File: src/rtl/pmem_stream_loader_if.sv
// Stream-in / program-memory-write bundle for pmem_stream_loader.
// master is the loader's view; slave is the byte source / memory side.
interface pmem_stream_loader_if #(
    parameter int unsigned ADDR_W  = 8,
    parameter int unsigned INSTR_W = 12
);
    logic [7:0]         in_data;
    logic               in_valid;
    logic               in_ready;
    logic [ADDR_W-1:0]  pmem_addr;
    logic [INSTR_W-1:0] pmem_wdata;
    logic               pmem_we;

    modport master (
        input  in_data, in_valid,
        output in_ready, pmem_addr, pmem_wdata, pmem_we
    );

    modport slave (
        output in_data, in_valid,
        input  in_ready, pmem_addr, pmem_wdata, pmem_we
    );
endinterface

File: src/rtl/pmem_stream_loader.sv
// LOAD-stage producer: unpacks a framed byte stream (count, hi/lo pairs,
// XOR checksum) into 12-bit program-memory writes and reports done/error.
module pmem_stream_loader #(
    parameter int unsigned ADDR_W     = 8,
    parameter int unsigned INSTR_W    = 12,
    parameter int unsigned START_ADDR = 0
) (
    input  logic                 clk,
    input  logic                 rst_n,
    input  logic                 start,
    pmem_stream_loader_if.master bus,
    output logic                 busy,
    output logic                 done,
    output logic                 error
);
    // Word counter must hold 2**ADDR_W and any 8-bit count byte.
    localparam int unsigned CW = ((ADDR_W > 8) ? ADDR_W : 8) + 1;

    typedef enum logic [2:0] {
        S_IDLE, S_HDR, S_HI, S_LO, S_CHK, S_DONE, S_ERR
    } state_e;

    state_e             state_q, state_d;
    logic               busy_q, busy_d;
    logic               done_q, done_d;
    logic               error_q, error_d;
    logic [ADDR_W-1:0]  addr_q, addr_d;
    logic [INSTR_W-1:0] wdata_q, wdata_d;
    logic               we_q, we_d;
    logic [7:0]         xor_q, xor_d;
    logic [7:0]         hi_q, hi_d;
    logic [CW-1:0]      cnt_q, cnt_d;
    logic [CW-1:0]      num_q, num_d;

    logic               ready;
    logic               xfer;
    logic [CW-1:0]      cnt_inc;

    assign ready   = (state_q == S_HDR) || (state_q == S_HI) ||
                     (state_q == S_LO)  || (state_q == S_CHK);
    assign xfer    = ready && bus.in_valid;
    assign cnt_inc = cnt_q + 1'b1;

    always_comb begin
        state_d = state_q;
        busy_d  = busy_q;
        done_d  = done_q;
        error_d = error_q;
        addr_d  = addr_q;
        wdata_d = wdata_q;
        we_d    = 1'b0;
        xor_d   = xor_q;
        hi_d    = hi_q;
        cnt_d   = cnt_q;
        num_d   = num_q;

        // Address advances in the cycle after each strobe.
        if (we_q) begin
            addr_d = addr_q + 1'b1;
        end

        unique case (state_q)
            S_IDLE: begin
                if (start) begin
                    state_d = S_HDR;
                    busy_d  = 1'b1;
                    done_d  = 1'b0;
                    error_d = 1'b0;
                    addr_d  = ADDR_W'(START_ADDR);
                    xor_d   = '0;
                    cnt_d   = '0;
                end
            end
            S_HDR: begin
                if (xfer) begin
                    num_d   = (bus.in_data == 8'h00) ? (CW'(1) << ADDR_W)
                                                     : CW'(bus.in_data);
                    state_d = S_HI;
                end
            end
            S_HI: begin
                if (xfer) begin
                    hi_d    = bus.in_data;
                    xor_d   = xor_q ^ bus.in_data;
                    state_d = S_LO;
                end
            end
            S_LO: begin
                if (xfer) begin
                    if (bus.in_data[7:4] != 4'h0) begin
                        state_d = S_ERR;
                    end else begin
                        xor_d   = xor_q ^ bus.in_data;
                        wdata_d = INSTR_W'({hi_q, bus.in_data[3:0]});
                        we_d    = 1'b1;
                        cnt_d   = cnt_inc;
                        state_d = (cnt_inc == num_q) ? S_CHK : S_HI;
                    end
                end
            end
            S_CHK: begin
                if (xfer) begin
                    state_d = (bus.in_data == xor_q) ? S_DONE : S_ERR;
                end
            end
            S_DONE: begin
                busy_d  = 1'b0;
                done_d  = 1'b1;
                state_d = S_IDLE;
            end
            S_ERR: begin
                busy_d  = 1'b0;
                error_d = 1'b1;
                state_d = S_IDLE;
            end
            default: state_d = S_IDLE;
        endcase
    end

    always_ff @(posedge clk or negedge rst_n) begin
        if (!rst_n) begin
            state_q <= S_IDLE;
            busy_q  <= 1'b0;
            done_q  <= 1'b0;
            error_q <= 1'b0;
            addr_q  <= ADDR_W'(START_ADDR);
            wdata_q <= '0;
            we_q    <= 1'b0;
            xor_q   <= '0;
            hi_q    <= '0;
            cnt_q   <= '0;
            num_q   <= '0;
        end else begin
            state_q <= state_d;
            busy_q  <= busy_d;
            done_q  <= done_d;
            error_q <= error_d;
            addr_q  <= addr_d;
            wdata_q <= wdata_d;
            we_q    <= we_d;
            xor_q   <= xor_d;
            hi_q    <= hi_d;
            cnt_q   <= cnt_d;
            num_q   <= num_d;
        end
    end

    assign bus.in_ready   = ready;
    assign bus.pmem_addr  = addr_q;
    assign bus.pmem_wdata = wdata_q;
    assign bus.pmem_we    = we_q;
    assign busy           = busy_q;
    assign done           = done_q;
    assign error          = error_q;
endmodule

File: src/flat_wrapper.sv
// flat-port wrapper written by rule: the top's interface ports become plain ports
module pmem_stream_loader_flat 
#(
    parameter int unsigned ADDR_W     = 8,
    parameter int unsigned INSTR_W    = 12,
    parameter int unsigned START_ADDR = 0
)
  (clk, rst_n, start, busy, done, error, bus_in_data, bus_in_valid, bus_in_ready, bus_pmem_addr, bus_pmem_wdata, bus_pmem_we);
  pmem_stream_loader_if #(.ADDR_W(ADDR_W), .INSTR_W(INSTR_W)) bus_i ();
  input  logic clk;
  input  logic rst_n;
  input  logic start;
  output logic busy;
  output logic done;
  output logic error;
  input wire logic [$bits(bus_i.in_data)-1:0] bus_in_data;
  input wire logic [$bits(bus_i.in_valid)-1:0] bus_in_valid;
  output wire logic [$bits(bus_i.in_ready)-1:0] bus_in_ready;
  output wire logic [$bits(bus_i.pmem_addr)-1:0] bus_pmem_addr;
  output wire logic [$bits(bus_i.pmem_wdata)-1:0] bus_pmem_wdata;
  output wire logic [$bits(bus_i.pmem_we)-1:0] bus_pmem_we;
  assign bus_i.in_data = bus_in_data;
  assign bus_i.in_valid = bus_in_valid;
  assign bus_in_ready = bus_i.in_ready;
  assign bus_pmem_addr = bus_i.pmem_addr;
  assign bus_pmem_wdata = bus_i.pmem_wdata;
  assign bus_pmem_we = bus_i.pmem_we;
  pmem_stream_loader #(.ADDR_W(ADDR_W), .INSTR_W(INSTR_W), .START_ADDR(START_ADDR)) u_core (.clk(clk), .rst_n(rst_n), .start(start), .bus(bus_i), .busy(busy), .done(done), .error(error));
endmodule
File: config.mk
export PLATFORM = sky130hd
export DESIGN_NAME = pmem_stream_loader_flat
export DESIGN_NICKNAME = d
export VERILOG_FILES = /design/src/rtl/pmem_stream_loader_if.sv /design/src/rtl/pmem_stream_loader.sv /design/src/flat_wrapper.sv
export SDC_FILE = /design/constraint.sdc
export NUM_CORES = 1
export LEC_CHECK = 0
export CORE_MARGIN = 8
export CORE_UTILIZATION = 55
export DETAILED_ROUTE_END_ITERATION = 8
export GPL_TIMING_DRIVEN = 0
export MAX_ROUTING_LAYER = met4
export PLACE_DENSITY = 0.79
export SYNTH_ARGS = -nofsm -noshare
export SYNTH_HDL_FRONTEND = slang
export SYNTH_SLANG_ARGS = --single-unit
File: constraint.sdc
create_clock -name clk -period 2.4 [get_ports clk]
set_input_delay 0.48 -clock clk [delete_from_list [all_inputs] [get_ports clk]]
set_output_delay 0.48 -clock clk [all_outputs]
set_load 0.005 [all_outputs]
Yosys cells after proc, flatten, opt, wreduce, memory -nomap -nowiden
Cells that the tools add are included.
- bits of input ports: 12
- logic and storage cells: 81
- register bits: 61
- multiplexer cells: 30
- add/sub/neg operators: 2
- reductions and logical operators: 22
- bitwise operators: 2
- equal/unequal tests: 14
- operators with widths (cell ; count):
    $mux W8 ; 7
    $mux W9 ; 4
    $pmux W8 S3 ; 1
    $mux W3 ; 7
    $pmux W9 S2 ; 1
    $pmux W3 S5 ; 1
    $reduce_and A2 Y1 ; 5
    $reduce_and A5 Y1 ; 2
    $add A9 B1 Y9 const B ; 1
    $eq A3 B3 Y1 const B ; 3
    $eq A9 B9 Y1 ; 1
    $add A8 B1 Y8 const B ; 1
    $eq A8 B8 Y1 ; 1
    $logic_not A8 Y1 ; 1
    $ne A2 B1 Y1 const B ; 4
    $reduce_bool A2 Y1 ; 4
    $xor A8 B8 Y8 ; 1
    $eq A3 B2 Y1 const B ; 2
    $pmux W1 S2 ; 3
    $mux W1 ; 5
    $ne A2 B2 Y1 const B ; 2
    $reduce_and A4 Y1 ; 1
    $reduce_bool A4 Y1 ; 1
    $eq A3 B1 Y1 const B ; 1
    8 further kinds ; 10

Longest topological paths before layout
- depth after elaboration: 7
- depth in mapped cells: 8
- mapped depth without buffers: 7

Least setup slack after synthesis
Ideal clock, no wire load.
- kind: register to register
- start: register u_core.cnt_q[0]
- end: register u_core.state_q[2]
- arrival time: 1.810 ns
- setup slack: 0.524 ns
- required time: 2.334 ns
- stages on the path, launching flop included: 7
- path buffers: 0
- library setup time: 0.066 ns
- period minus slack after synthesis: 1.876 ns
- cells stage by stage: dfrtp_1 > ha_1 > nand3_1 > or3_1 > a211o_1 > o41ai_2 > a22o_1
- word-level cells in the longest chain between the ends: 6
- RTL lines (what ; line ; text):
    start, declared ; pmem_stream_loader.sv:32 ; logic [CW-1:0] cnt_q, cnt_d;
    start signal, assigned ; pmem_stream_loader.sv:143 ; cnt_q <= cnt_d;
    $add A9 B1 Y9 ; pmem_stream_loader.sv:42 ; assign cnt_inc = cnt_q + 1'b1;
    $eq A9 B9 Y1 ; pmem_stream_loader.sv:97 ; state_d = (cnt_inc == num_q) ? S_CHK : S_HI;
    $mux W3 ; pmem_stream_loader.sv:97 ;
    $mux W3 ; pmem_stream_loader.sv:90 ; if (bus.in_data[7:4] != 4'h0) begin
    $mux W3 ; pmem_stream_loader.sv:89 ; if (xfer) begin
    $pmux W3 S5 ; pmem_stream_loader.sv:62 ; unique case (state_q)
    end signal, assigned ; pmem_stream_loader.sv:134 ; state_q <= state_d;
    end, declared ; pmem_stream_loader.sv:23 ; state_e state_q, state_d;
No other way between the ends. The select of a mux whose other input is x is not followed.
A chain may end at the register's enable or synchronous reset.

Worst setup path in the final report
- start: input bus_in_data[5]
- end: register u_core.cnt_q[7]
- word-level cells in the longest chain between the ends: 3
- RTL lines (what ; line ; text):
    start, declared ; flat_wrapper.sv:16 ; input wire logic [$bits(bus_i.in_data)-1:0] bus_in_data;
    $reduce_bool A4 Y1 ; pmem_stream_loader.sv:90 ;
    $ne A2 B2 Y1 (no line) ; n/a ;
    $reduce_and A4 Y1 (no line) ; n/a ;
No other way between the ends.

==> results.sh <==
export IMPL_grt_antenna_before_repair=0
export IMPL_cts_tree="built"
export IMPL_slew_headroom_pct=55.35
export IMPL_synthCells=310
export IMPL_drt_wirelength_per_cell_um=15.19
export IMPL_drc=0
export IMPL_fin_util_pct=67.97
export IMPL_vias=2433
export IMPL_rows=27
export IMPL_place_gp_congestion=0.7994
export IMPL_clock_sinks=61
export IMPL_cts_htree_levels=3
export IMPL_cts_buffers_inserted=9
export IMPL_p_int_w=0.002644
export IMPL_finClkSkew_ps=6.026
export IMPL_syn2layout_area_growth_pct=22.45
export IMPL_clockRootBuffer="clkbuf_8"
export IMPL_post_place_cells=419
export IMPL_clk_path_buf_depth=2
export IMPL_yosys_top_cells_area="dfrtp_1, o21ai_0, nand2_1"
export IMPL_required_ps=2640
export IMPL_worst_setup_path_type="in2reg"
export IMPL_drive_gt1_share_pct=10.77
export IMPL_pwr_share_comb_pct=35.0
export IMPL_portBuffers=36
export IMPL_slew_viol_final=0
export IMPL_path_clk_slew_ps=70
export IMPL_ioPinCount=37
export IMPL_grt_overflow=0
export IMPL_hold_slack_ps=101.4
export IMPL_via_per_inst=5.606
export IMPL_arrival_ps=2540
export IMPL_fp_coreArea_um2=5371
export IMPL_worst_slack_ps=102.3
export IMPL_hp_class="in2async"
export IMPL_layout_nets=371
export IMPL_max_freq_ghz=0.4352
export IMPL_cap_violations=0
export IMPL_antenna_left=0
export IMPL_place_hpwl_mm=4.669
export IMPL_ys_types=42
export IMPL_clk_latency_ps=350
export IMPL_rsz0062_at_grt="no"
export IMPL_p_sw_w=0.001354
export IMPL_setup_viol=0
export IMPL_seqPwrFrac_pct=42.4
export IMPL_ys_seq_area_share_pct=51.20
export IMPL_die_h_um=89.63
export IMPL_power_density_nw_per_um2=1095
export IMPL_syn_area_per_cell_um2=9.618
export IMPL_track_usage_pct=18.94
export IMPL_firstDrtPassIters=4
export IMPL_synth_top_area_share_pct=51.20
export IMPL_finalHoldViolCount=0
export IMPL_yosysWarnings=0
export IMPL_tightest_slew_ps=666.2
export IMPL_yosys_area_top_type="dfrtp_1"
export IMPL_synthesis_nets=324
export IMPL_start_util_pct=55.51
export IMPL_grt_max_degree=41
export IMPL_drtIter0Drc=102
export IMPL_vdd_drop_max_mv=0.5944
export IMPL_totalWireLength_mm=6.592
export IMPL_clock_power_share_pct=22.6
export IMPL_hold_buffers=0
export IMPL_grt_pass1_wl_mm=11.17
export IMPL_post_place_ws_ps=-241.9
export IMPL_cp_max_fo=10
export IMPL_endpoint_kind="flop"
export IMPL_status="completed"
export IMPL_ys_seq_elements=61
export IMPL_die_w_um=89.63
export IMPL_p_leak_nw=1.618
export IMPL_swShare_pct=33.87
export IMPL_insertedDiodeCount=0
export IMPL_fin_crit_ps=2298
export IMPL_fin_crit_sh_pct=95.74
export IMPL_dieArea_um2=8034
export IMPL_grt_pass1_vias=2419
export IMPL_most_common_layout_cells="dfrtp_1, nand2_1, o21ai_0, clkdlybuf4s50_1, nor2_1"
export IMPL_final_common_cell="dfrtp_1"
export IMPL_instances_no_fill=434
export IMPL_startpoint_type="input port"
export IMPL_synth_area_um2=2982
-- worst max-delay path, stage by stage --
cell	delay (ps)
clkdlybuf4s50_1	560
or4_1	660
nor3_1	290
clkbuf_4	280
o21ai_0	90
a21o_1	180
-- stage by stage --
stage / setup TNS (ps) / power, W / cell area [um^2]
2_1_floorplan: 0 / 0.002499 / 2982
3_3_place_gp: -70750 / 0.003032 / 3432
3_5_place_dp: -4058 / 0.003112 / 3447
4_1_cts: 0 / 0.004031 / 3637
5_1_grt: 0 / 0.004282 / 3651
6_report: 0 / 0.003998 / 3651
-- registers in the layout, summed over array words and instances (netlist names) --
signal and cells:
u_core.done 1, u_core.busy 1, u_core.xor_q 8, u_core.cnt_q 9, u_core.num_q 9, u_core.bus.pmem_we 1
u_core.bus.pmem_wdata 12, u_core.error 1, u_core.state_q 3, u_core.hi_q 8, u_core.bus.pmem_addr 8
-- worst paths after layout --
| check | start | to | slack (ps) | cells after the start |
|---|---|---|---|---|
| min in group clk | u_core.bus.pmem_wdata[5] | u_core.bus.pmem_wdata[5] | 460 | 2 |
| max in group asynchronous | rst_n | u_core.num_q[8] | 1700 | 2 |
| worst min-delay path | rst_n | u_core.cnt_q[3] | 100 | 1 |
| worst max-delay path | bus_in_data[5] | u_core.cnt_q[7] | 100 | 6 |
| worst min register to register | u_core.bus.pmem_wdata[5] | u_core.bus.pmem_wdata[5] | 460 | 2 |
| worst max register to register | u_core.cnt_q[0] | u_core.state_q[1] | 190 | 6 |
-- power groups by stage --
stage / logic [W] / clock network [W] / registers [W]
global route: 0.00157 / 0.000967 / 0.00174
CTS: 0.00141 / 0.000925 / 0.00169
detailed placement: 0.00142 / 0 / 0.00169
floorplan: 0.000852 / 0 / 0.00165
global placement: 0.00136 / 0 / 0.00167
finish: 0.00140 / 0.000903 / 0.00169
-- layout make-up --
class | instances | area [um^2]
Buffer | 10 | 47.55
Tap cell | 72 | 90.09
Clock inverter | 4 | 47.55
Inverter | 8 | 30.03
Timing Repair Buffer | 37 | 375.4
Multi-Input combinational cell | 230 | 1389
Sequential cell | 61 | 1526
Clock buffer | 12 | 145.1
Fill cell | 408 | 1720
-- metal layers --
layer	part of all wire [%]	global-route usage, %	vias to the layer above
met2	49	30.15	50
met1	45	22.30	1209
met5	0	-	-
li1	-	-	1165
met3	3.8	3.822	9
met4	1.5	9.819	0
-- what timing repair did --
item | in CTS | in global routing
setup buffers | 0 | 0
resized for setup | 1 | 4
hold endpoints to repair | 0 | 0
endpoints found under the setup margin | 1 | 5
-- Yosys cell counts --
cell type	instances
a21oi_1	7
a21o_1	5
buf_4	1
or3_1	3
mux2i_1	1
a21boi_0	1
and3_1	1
nor3_1	2
ha_1	2
a211o_1	1
o21ai_0	37
nand3_1	6
or4_1	1
xor2_1	17
o31ai_1	2
a31oi_1	3
mux2_2	12
buf_2	2
and4b_1	1
o211ai_1	2
o21a_1	1
nand2b_1	5
nand4_1	4
nor2b_1	3
a22o_1	2
nand4_4	1
clkbuf_1	8
nor2_1	33
nand3b_1	1
nor3b_1	2
o41ai_2	1
nor4_1	5
o41ai_1	1
nor2_4	1
o21ai_1	8
xnor2_1	8
nor4_2	1
or3b_2	1
nand2_1	47
nor3_2	1
inv_1	8
dfrtp_1	61
-- cell families (layout without fill, tap and decap cells) --
| family | Yosys count | in the layout | share of synthesized area [%] |
|---|---|---|---|
| AOI/OAI and AO/OA | 71 | 71 | 13.85 |
| buffers and inverters | 19 | 71 | 2.602 |
| xor gates and xnor gates | 25 | 25 | 7.344 |
| adders and majority gates | 2 | 2 | 0.8391 |
| DFF | 61 | 61 | 51.20 |
| muxes | 13 | 13 | 4.868 |
| and+or+nand+nor | 119 | 119 | 19.30 |
No activity file was read; power rests on OpenSTA's default activity.
